File: src/rtl/core_seq.sv
// Fetch/execute sequencer for a single-issue RV32I core: fetch handshake, commit gating, trap halts.
// Optional watchdog halt is built when CORE_SEQ_WATCHDOG_EN is defined.
module core_seq #(
    parameter logic [31:0] RESET_PC    = 32'h8000_0000,
    parameter int          WDOG_CYCLES = 1024
) (
    input  logic        clk,
    input  logic        rst,
    output logic        imem_req,
    output logic [31:0] imem_addr,
    input  logic        imem_ack,
    input  logic [31:0] imem_rdata,
    output logic [31:0] inst,
    output logic        inst_valid,
    input  logic        illegal,
    input  logic        exec_done,
    input  logic [31:0] next_pc,
    output logic [31:0] pc,
    output logic        commit,
    output logic        halted,
    output logic [1:0]  halt_code,
    output logic [31:0] retired,
    output logic [1:0]  dbg_state
);

    localparam logic [31:0] EBREAK = 32'h0010_0073;

    typedef enum logic [1:0] {
        FETCH = 2'd0,
        EXEC  = 2'd1,
        HALT  = 2'd2
    } state_t;

    state_t     state, state_nxt;
    logic [1:0] halt_code_nxt;
    logic       wdog_expire;

`ifdef CORE_SEQ_WATCHDOG_EN
    localparam int WDOG_W = (WDOG_CYCLES > 1) ? $clog2(WDOG_CYCLES) : 1;
    logic [WDOG_W-1:0] wdog_cnt;

    assign wdog_expire = (state != HALT) && (wdog_cnt == WDOG_W'(WDOG_CYCLES - 1));

    always_ff @(posedge clk or posedge rst) begin
        if (rst) begin
            wdog_cnt <= '0;
        end else if (commit) begin
            wdog_cnt <= '0;
        end else if (state != HALT) begin
            wdog_cnt <= wdog_cnt + 1'b1;
        end
    end
`else
    logic unused_wdog;
    assign unused_wdog = ^WDOG_CYCLES;
    assign wdog_expire = 1'b0;
`endif

    always_comb begin
        state_nxt     = state;
        halt_code_nxt = halt_code;
        commit        = 1'b0;
        case (state)
            FETCH: begin
                if (imem_ack) state_nxt = EXEC;
            end
            EXEC: begin
                // ebreak outranks the illegal flag; a misaligned target is reported as illegal
                if (inst == EBREAK) begin
                    state_nxt     = HALT;
                    halt_code_nxt = 2'b01;
                end else if (illegal) begin
                    state_nxt     = HALT;
                    halt_code_nxt = 2'b10;
                end else if (exec_done) begin
                    if (next_pc[1:0] == 2'b00) begin
                        commit    = 1'b1;
                        state_nxt = FETCH;
                    end else begin
                        state_nxt     = HALT;
                        halt_code_nxt = 2'b10;
                    end
                end
            end
            default: begin
                state_nxt = HALT;
            end
        endcase
        // A retiring instruction beats watchdog expiry; a real trap keeps its own code
        if (wdog_expire && !commit && state_nxt != HALT) begin
            state_nxt     = HALT;
            halt_code_nxt = 2'b11;
        end
    end

    always_ff @(posedge clk or posedge rst) begin
        if (rst) begin
            state     <= FETCH;
            pc        <= RESET_PC;
            inst      <= '0;
            retired   <= '0;
            halt_code <= 2'b00;
        end else begin
            state     <= state_nxt;
            halt_code <= halt_code_nxt;
            if (state == FETCH && imem_ack) inst <= imem_rdata;
            if (commit) begin
                pc      <= next_pc;
                retired <= retired + 32'd1;
            end
        end
    end

    assign imem_req   = (state == FETCH) && !rst;
    assign imem_addr  = pc;
    assign inst_valid = (state == EXEC);
    assign halted     = (state == HALT);
    assign dbg_state  = state;

endmodule

File: config.mk
export PLATFORM = sky130hd
export DESIGN_NAME = core_seq
export DESIGN_NICKNAME = d
export VERILOG_FILES = /design/src/rtl/core_seq.sv
export SDC_FILE = /design/constraint.sdc
export NUM_CORES = 1
export LEC_CHECK = 0
export CAP_MARGIN = 10
export CORE_ASPECT_RATIO = 2
export CORE_MARGIN = 2
export CORE_UTILIZATION = 42
export DETAILED_ROUTE_END_ITERATION = 10
export PLACE_DENSITY = 0.89
export SLEW_MARGIN = 30
export SYNTH_ARGS = -nofsm -noshare
export SYNTH_HDL_FRONTEND = slang
export SYNTH_SLANG_ARGS = --single-unit
File: constraint.sdc
create_clock -name clk -period 4.29 [get_ports clk]
set_input_delay 1.0725 -clock clk [delete_from_list [all_inputs] [get_ports clk]]
set_output_delay 1.0725 -clock clk [all_outputs]
set_load 0.1 [all_outputs]
==> results of run 1 <==
-- placed cells by master (no fill, tap or decap), types with 2 or more instances in the layout --
| master | Yosys | layout |
|---|---|---|
| and2_1 | 3 | 3 |
| buf_4 | 35 | 5 |
| bufinv_16 | 0 | 2 |
| clkbuf_16 | 0 | 9 |
| clkdlybuf4s50_1 | 0 | 201 |
| clkinvlp_4 | 0 | 2 |
| dfrtp_1 | 99 | 99 |
| inv_1 | 10 | 9 |
| inv_6 | 0 | 2 |
| mux2_2 | 63 | 63 |
| nand2_1 | 13 | 13 |
| nand3_1 | 12 | 12 |
| nand4_1 | 8 | 8 |
| nor2_1 | 14 | 14 |
| nor3_1 | 5 | 5 |
| nor4_1 | 13 | 13 |
| nor4_2 | 9 | 9 |
| nor4b_1 | 3 | 3 |
| nor4bb_1 | 2 | 2 |
| o21ai_0 | 2 | 2 |
| xnor2_1 | 5 | 5 |
| xor2_1 | 26 | 26 |
-- stage by stage --
step | area [um^2] | total power [uW] | hold slack (ns) | instances
after floorplan | 4480 | 3110 | 0.860 | 346
after global placement | 6410 | 3670 | 0.459 | 645
after detailed placement | 6420 | 3710 | 0.463 | 645
after CTS | 6740 | 4590 | 0.475 | 661
after global routing | 6740 | 4690 | 0.504 | 661
final | 6740 | 4560 | 0.475 | 661
-- worst reg2reg max path, stage by stage, from the launching register on --
cell and delay [ns]:
dfrtp_1 0.41, nor4_1 0.38, nand4_1 0.28, o2111ai_4 0.27
buf_4 0.65, nor4_1 0.25, xor2_1 0.19
-- sequential cells by signal, summed over array words and instances (netlist names) --
register / count
dbg_state: 2
inst: 32
retired: 32
halt_code: 2
imem_addr: 32
-- metal layers --
layer	vias up	wire length [um]
met5	-	0
met4	0	333
met3	21	614
met2	131	6690
met1	1665	4040
li1	1525	-
-- worst max-delay path by stage --
stage / depth (start not counted) / endpoint / slack, ns
finish: 5 / commit / 0.99
global route: 5 / commit / 0.88
CTS: 5 / commit / 0.97
detailed placement: 5 / commit / 0.99
global placement: 5 / commit / 1.02
floorplan: 1 / imem_req / 0.12
-- synth_stat cells (2+ instances only) --
cell,instances
mux2_2,63
buf_2,4
and2_1,3
inv_1,10
buf_4,35
o21ai_0,2
nor3_1,5
nand2_1,13
dfrtp_1,99
nor4bb_1,2
nor4b_1,3
nand4_1,8
nand3_1,12
buf_6,4
nor4_2,9
nor4_1,13
nor2_1,14
xnor2_1,5
clkbuf_1,2
xor2_1,26
-- final cells by class --
class	count	share of cell area [%]
flip-flops and latches	100	37.1
repair buffers	207	30.7
multi-input cells	191	24.2
clock buffers	11	3.60
well taps	137	2.54
clock inverters	5	1.24
inverters	10	0.631
-- cells by family after synthesis --
family	after synthesis	share of synthesized area [%]
flops	100	55.8
simple gates	89	12.6
mux	63	15.8
buf+inv	55	8.32
xor+xnor	31	6.06
compound gates	7	1.06
fa+ha+maj	1	0.279
-- report_power, final --
part / total (uW) / internal (uW) / switching (uW)
sequential: 1300 / 1130 / 164
clock: 884 / 530 / 354
combinational: 2380 / 566 / 1820
total: 4560 / 2230 / 2340
==> impl_metrics.env, run 1 <==
export IMPL_die_y_um=150
export IMPL_ys_seq_area_share_pct=55.8
export IMPL_netlist_area_um2=4480
export IMPL_fin_crit_sh_pct=77.0
export IMPL_clock_sink_count=100
export IMPL_synthCells=346
export IMPL_cts_root_buf="clkbuf_16"
export IMPL_start_kind="input port"
export IMPL_core_area_um2=10500
export IMPL_grt_util_met2_pct=38.2
export IMPL_crit_buf_inv=3
export IMPL_seqCellArea_um2=2500
export IMPL_power_leakage_uw=0.00294
export IMPL_pin_count=205
export IMPL_grt_pass1_wl_um=18200
export IMPL_yosysTopAreaCell="dfrtp_1"
export IMPL_yosys_warnings=0
export IMPL_cts_resized=0
export IMPL_grt_util_met3_pct=4.74
export IMPL_p_per_area_nw_per_um2=677
export IMPL_fmax_mhz=303
export IMPL_grt_busiest_layer="met2"
export IMPL_ctsHoldBuffers=0
export IMPL_area_delta_synth_final_pct=50.4
export IMPL_clk_latency_ns=0.35
export IMPL_synth_top_area_share_pct=55.3
export IMPL_gp_congestion=0.822
export IMPL_drcViolationCount=0
export IMPL_tns_ns=0
export IMPL_clockBufferDepth=2
export IMPL_path_class="in -> out"
export IMPL_rr_startpoint="inst[25]"
export IMPL_numCtsBuffers=9
export IMPL_peakVddDrop_uv=855
export IMPL_async_flop_share_pct=100
export IMPL_path_max_fanout=2
export IMPL_multiInputGateArea_um2=1630
export IMPL_fin_util_pct=64.4
export IMPL_critPathRequiredTime_ns=3.22
export IMPL_path_cells="clkdlybuf4s50_1 -> nor2_1 -> o2111ai_4 -> inv_1 -> buf_12"
export IMPL_ff2ff_setup_slack_ns=1.73
export IMPL_min_to="retired[31]"
export IMPL_worst_pin_slew_ns=1.02
export IMPL_avgSynthCellArea_um2=13.0
export IMPL_drv_slew=0
export IMPL_setup_slack_ns=0.986
export IMPL_crit_family="buffers and inverters"
export IMPL_rsz0062_at_grt="no"
export IMPL_crit_start="next_pc[0]"
export IMPL_cts_max_level=3
export IMPL_hold_path_class="reg -> reg"
export IMPL_grt_max_degree=88
export IMPL_track_usage_pct=20.5
export IMPL_ys_flop_type="dfrtp_1"
export IMPL_hold_viol=0
export IMPL_numPortBuffers=204
export IMPL_dieArea_um2=11600
export IMPL_drive_gt1_share_pct=19.3
export IMPL_die_x_um=77.1
export IMPL_slew_limit_headroom_pct=31.8
export IMPL_viasPerCell=5.06
export IMPL_dr_pass1_iters=4
export IMPL_hp_start="retired[31]"
export IMPL_r2r_cells=6
export IMPL_period_needed_ns=3.30
export IMPL_setup_viol=0
export IMPL_synthTopCellsByArea="dfrtp_1 (55%), mux2_2 (16%), buf_4 (5.9%)"
export IMPL_fillers=846
export IMPL_cap_violations=0
export IMPL_cp_end_kind="output pin"
export IMPL_syn_num_nets=416
export IMPL_hpwl_um=8800
export IMPL_cp_slowest_stage_delay_ns=0.40
export IMPL_ant_nets=0
export IMPL_whs_path_depth=1
export IMPL_nets=589
export IMPL_clkSlewWorstSetupHoldPaths_ns=0.06
export IMPL_yosysUniqueCellTypes=34
export IMPL_antennaDiodeCount=0
export IMPL_outcome="finished clean"
export IMPL_slowest_stage="clkdlybuf4s50_1"
export IMPL_initial_utilization_pct=42.8
export IMPL_wl_um=11700
export IMPL_grt_overflow=0
export IMPL_wl_per_cell_um=17.7
export IMPL_r2r_end="retired[31]"
export IMPL_arrival_ns=2.23
export IMPL_num_vias=3342
export IMPL_row_count=53
export IMPL_clock_skew_ns=0.0140
export IMPL_pre_cts_ws_ns=0.992
export IMPL_ys_ff_latch=100
export IMPL_antenna_found_initial=0
export IMPL_postCtsSetupBuffers=0
export IMPL_grt_pass1_vias=3515
export IMPL_drt_initial_drc_count=112
export IMPL_synth_edf_count=0
export IMPL_met1_usage_pct=21.2
export IMPL_cts_tree="done"
(Power assumes the default switching activity.)
==> run 2: changes to the inputs <==
==> constraint.sdc (replaced) <==
create_clock -name clk -period 3.4 [get_ports clk]
set_input_delay 0.85 -clock clk [delete_from_list [all_inputs] [get_ports clk]]
set_output_delay 0.85 -clock clk [all_outputs]
set_load 0.1 [all_outputs]
==> run 2 against run 1 <==
Compared with the run above: cell count is 0.45% higher; first-iteration DRC count is 37% higher; clock power grew 17%; count of clock-buffer cells in the layout increased by 1; flip-flop and latch count unchanged; worst setup slack lost 0.58 ns; wire length is 1.5% lower; sequential power is 26% higher; non-clock buffer count is 3 higher; combinational power increased by 23%; global-route usage shrank 0.14 points; register-to-register slack worse by 0.82 ns; largest cell class unchanged; highest routed layer unchanged.
==> impl_metrics.env, run 2 (synthesized netlist as in run 1, its figures left out) <==
export IMPL_numPortBuffers=204
export IMPL_grt_pass1_wl_um=18100
export IMPL_grt_overflow=0
export IMPL_start_kind="flip-flop"
export IMPL_cts_root_buf="clkbuf_16"
export IMPL_antennaDiodeCount=0
export IMPL_ctsHoldBuffers=0
export IMPL_slowest_stage="nor4_1"
export IMPL_arrival_ns=2.14
export IMPL_drv_slew=0
export IMPL_cp_slowest_stage_delay_ns=0.46
export IMPL_clockBufferDepth=2
export IMPL_hpwl_um=8880
export IMPL_fin_total_pwr_uw=5590
export IMPL_cts_tree="done"
export IMPL_dieArea_um2=11600
export IMPL_numCtsBuffers=9
export IMPL_die_x_um=77.1
export IMPL_p_per_area_nw_per_um2=868
export IMPL_hold_viol=0
export IMPL_tns_ns=0
export IMPL_cts_max_level=3
export IMPL_postCtsSetupBuffers=0
export IMPL_initial_utilization_pct=42.8
export IMPL_cap_violations=0
export IMPL_setup_viol=0
export IMPL_crit_family="simple AND/OR/NAND/NOR gates"
export IMPL_drcViolationCount=0
export IMPL_grt_max_degree=53
export IMPL_path_max_fanout=3
export IMPL_die_y_um=150
export IMPL_core_area_um2=10500
export IMPL_final_cell_area_um2=6440
export IMPL_slew_limit_headroom_pct=54.7
export IMPL_path_class="reg -> out"
export IMPL_path_cells="nor4_1 -> nand4_1 -> o2111ai_4 -> inv_1 -> buf_12"
export IMPL_layout_common_cells="buf_4 (139), dfrtp_1 (99), clkdlybuf4s50_1 (68), mux2_2 (63), xor2_1 (26)"
export IMPL_track_usage_pct=20.3
export IMPL_viasPerCell=5.00
export IMPL_drive_gt1_share_pct=45.2
export IMPL_clk_latency_ns=0.34
export IMPL_row_count=53
export IMPL_cp_end_kind="output pin"
export IMPL_cts_resized=0
export IMPL_dr_pass1_iters=4
export IMPL_gp_congestion=0.829
export IMPL_clock_sink_count=100
export IMPL_placedCellCount=648
export IMPL_period_needed_ns=2.99
export IMPL_placedInstanceArea_um2=6140
export IMPL_peakVddDrop_uv=844
export IMPL_num_vias=3318
export IMPL_rsz0062_at_grt="no"
export IMPL_pin_count=205
export IMPL_final_common_cell="buf_4"
export IMPL_area_delta_synth_final_pct=43.7
export IMPL_wl_per_cell_um=17.3
export IMPL_outcome="finished clean"
export IMPL_fin_crit_sh_pct=87.9
export IMPL_antenna_found_initial=0
export IMPL_clock_skew_ns=0.0135
export IMPL_fmax_mhz=334
export IMPL_drt_initial_drc_count=153
export IMPL_critPathRequiredTime_ns=2.55
export IMPL_crit_buf_inv=2
export IMPL_wl_um=11500
export IMPL_power_leakage_uw=0.00317
export IMPL_ant_nets=0
export IMPL_worst_pin_slew_ns=0.677
export IMPL_hold_path_class="reg -> reg"
export IMPL_final_cells=664
export IMPL_nets=592
export IMPL_grt_pass1_vias=3436
export IMPL_clkSlewWorstSetupHoldPaths_ns=0.06
## run 2: final cells by class
class	instances	area (um^2)
Timing Repair Buffer	210	1780
Clock buffer	12	256
Tap cell	137	171
Clock inverter	4	47.5
Fill cell	865	4040
Inverter	10	41.3
Sequential cell	100	2500
Multi-Input combinational cell	191	1640
## run 2: final timing paths
kind / depth (start not counted) / start / slack, ns / to
hold / removal: 1 / retired[31] / 0.47 / retired[31]
hold reg to reg: 1 / retired[31] / 0.47 / retired[31]
setup / recovery: 5 / inst[10] / 0.41 / commit
min in group asynchronous: 2 / rst / 0.92 / inst[24]
setup reg to reg: 5 / inst[10] / 0.91 / retired[1]
max in group asynchronous: 3 / rst / 1.73 / retired[30]
## run 2: worst reg2reg max path, stage by stage (launching register included)
cell,delay [ns]
dfrtp_1,0.42
nor4_1,0.46
nand4_1,0.31
o2111ai_4,0.32
buf_4,0.46
mux2_2,0.42
## run 2: routing by layer
metal	global-route usage [%]	vias up	wire length, um
li1	-	1523	-
met1	21.8	1631	4140
met2	36.7	133	6300
met3	4.32	31	582
met4	11.4	0	471
met5	0	-	0
## run 2: through the flow
stage	hold WS [ns]	utilization [%]	setup slack, ns
after detailed placement	0.460	58.6	0.521
after global placement	0.463	58.6	0.523
after floorplan	0.860	-	0.121
final	0.471	61.5	0.410
after CTS	0.478	61.5	0.342
after global routing	0.490	61.5	0.220
## run 2: report_power, final
part / switching (uW) / internal [uW] / leakage [uW]
logic: 2290 / 622 / 0.00173
clock network: 422 / 608 / 0.000149
registers: 213 / 1430 / 0.00129
==> run 3: changes to the inputs <==
--- a/config.mk
+++ b/config.mk
@@ -8,10 +8,11 @@
 export CAP_MARGIN = 10
 export CORE_ASPECT_RATIO = 2
 export CORE_MARGIN = 2
-export CORE_UTILIZATION = 42
+export CORE_UTILIZATION = 35
 export DETAILED_ROUTE_END_ITERATION = 10
-export PLACE_DENSITY = 0.89
+export PLACE_DENSITY = 0.78
 export SLEW_MARGIN = 30
 export SYNTH_ARGS = -nofsm -noshare
 export SYNTH_HDL_FRONTEND = slang
 export SYNTH_SLANG_ARGS = --single-unit
+export TNS_END_PERCENT = 30
==> run 3 against run 2 <==
Compared with the run above: cell count up 1.5%; non-clock buffer count down 3; highest routed layer unchanged; critical path type is now in -> out; count of clock-buffer cells in the layout shrank 2; first-iteration DRC count fell by 13%; critical path depth unchanged; worst setup slack better by 0.043 ns; largest cell class unchanged; combinational power about the same; die area increased by 19%.
==> impl_metrics.env, run 3 (synthesized netlist as in run 1, its figures left out) <==
export IMPL_outcome="finished clean"
export IMPL_num_vias=3277
export IMPL_grt_pass1_vias=3450
export IMPL_arrival_ns=2.10
export IMPL_hpwl_um=8380
export IMPL_ctsHoldBuffers=0
export IMPL_hold_path_class="reg -> reg"
export IMPL_wl_um=11300
export IMPL_row_count=58
export IMPL_peakVddDrop_uv=874
export IMPL_layout_common_cells="buf_4 (135), dfrtp_1 (99), clkdlybuf4s50_1 (68), mux2_2 (63), xor2_1 (26)"
export IMPL_numCtsBuffers=9
export IMPL_cts_tree="done"
export IMPL_die_x_um=84.0
export IMPL_die_y_um=164
export IMPL_cts_resized=0
export IMPL_fin_total_pwr_uw=5490
export IMPL_cp_end_kind="output pin"
export IMPL_r2r_cells=5
export IMPL_drcViolationCount=0
export IMPL_start_kind="input port"
export IMPL_numPortBuffers=204
export IMPL_drt_initial_drc_count=133
export IMPL_final_common_cell="buf_4"
export IMPL_pin_count=205
export IMPL_viasPerCell=4.86
export IMPL_hp_start="retired[31]"
export IMPL_nets=589
export IMPL_initial_utilization_pct=35.7
export IMPL_placedCellCount=658
export IMPL_fmax_mhz=339
export IMPL_setup_viol=0
export IMPL_antenna_found_initial=0
export IMPL_drive_gt1_share_pct=44.8
export IMPL_clock_skew_ns=0.00847
export IMPL_drv_slew=0
export IMPL_cap_violations=0
export IMPL_ant_nets=0
export IMPL_whs_path_depth=1
export IMPL_final_cells=674
export IMPL_antennaDiodeCount=0
export IMPL_path_class="in -> out"
export IMPL_wl_per_cell_um=16.8
export IMPL_critPathRequiredTime_ns=2.55
export IMPL_fin_crit_sh_pct=86.7
export IMPL_clk_latency_ns=0.34
export IMPL_grt_pass1_wl_um=17900
export IMPL_dr_pass1_iters=4
export IMPL_power_leakage_uw=0.00313
export IMPL_area_delta_synth_final_pct=43.2
export IMPL_grt_overflow=0
export IMPL_clkSlewWorstSetupHoldPaths_ns=0.06
export IMPL_grt_max_degree=101
export IMPL_worst_pin_slew_ns=0.701
export IMPL_cts_max_level=3
export IMPL_placedInstanceArea_um2=6140
export IMPL_gp_congestion=0.792
export IMPL_hold_viol=0
export IMPL_rsz0062_at_grt="no"
export IMPL_rr_startpoint="inst[13]"
export IMPL_min_to="retired[31]"
export IMPL_cts_root_buf="clkbuf_16"
export IMPL_postCtsSetupBuffers=0
export IMPL_pre_cts_ws_ns=0.479
export IMPL_tns_ns=0
export IMPL_p_per_area_nw_per_um2=855
export IMPL_r2r_end="imem_addr[18]"
export IMPL_core_area_um2=12600
export IMPL_path_max_fanout=2
export IMPL_final_cell_area_um2=6420
export IMPL_clock_sink_count=100
export IMPL_setup_slack_ns=0.453
export IMPL_dieArea_um2=13800
export IMPL_clockBufferDepth=2
export IMPL_period_needed_ns=2.95
export IMPL_track_usage_pct=16.5
export IMPL_ff2ff_setup_slack_ns=1.17
export IMPL_slew_limit_headroom_pct=53.1
[run 3: per-layer routing]
layer  global-route usage, %  vias to the layer above  wire length [um]
met2                    29.4                      141              6060
met5                       0                        -                 0
met3                    4.57                       29               719
met1                    17.3                     1588              4050
li1                        -                     1519                 -
met4                    8.94                        0               458
[run 3: layout make-up]
cell class	count	area, um^2
inverters	10	41.3
repair buffers	207	1770
clock buffers	10	229
multi-input cells	191	1640
clock inverters	6	50.0
well taps	150	188
flip-flops and latches	100	2500
fillers	1113	6130
[run 3: how the worst max path moves through the flow]
| stage | startpoint | endpoint | slack, ns | cells past startpoint |
|---|---|---|---|---|
| after floorplan | dbg_state[1] | halted | 0.12 | 1 |
| after global placement | next_pc[0] | commit | 0.50 | 5 |
| after detailed placement | next_pc[0] | commit | 0.48 | 5 |
| after CTS | next_pc[0] | commit | 0.47 | 5 |
| after global routing | inst[29] | commit | 0.38 | 5 |
| final | next_pc[0] | commit | 0.45 | 5 |
[run 3: worst max-delay path: stages]
cell and delay [ns]:
clkdlybuf4s50_1 0.41, nor2_1 0.31, o2111ai_4 0.21, inv_1 0.14, buf_12 0.18
[run 3: power by group]
| group | total [uW] | leakage [uW] | switching, uW | internal, uW |
|---|---|---|---|---|
| Clock | 955 | 0.000123 | 453 | 503 |
| Sequential | 1630 | 0.00129 | 204 | 1430 |
| Combinational | 2910 | 0.00172 | 2280 | 621 |
[run 3: metrics by stage]
step                      util (%)  hold slack (ns)
after floorplan                  -            0.860
after global placement        48.9            0.465
after detailed placement      48.9            0.467
after CTS                     51.1            0.488
after global routing          51.1            0.501
final                         51.1            0.490
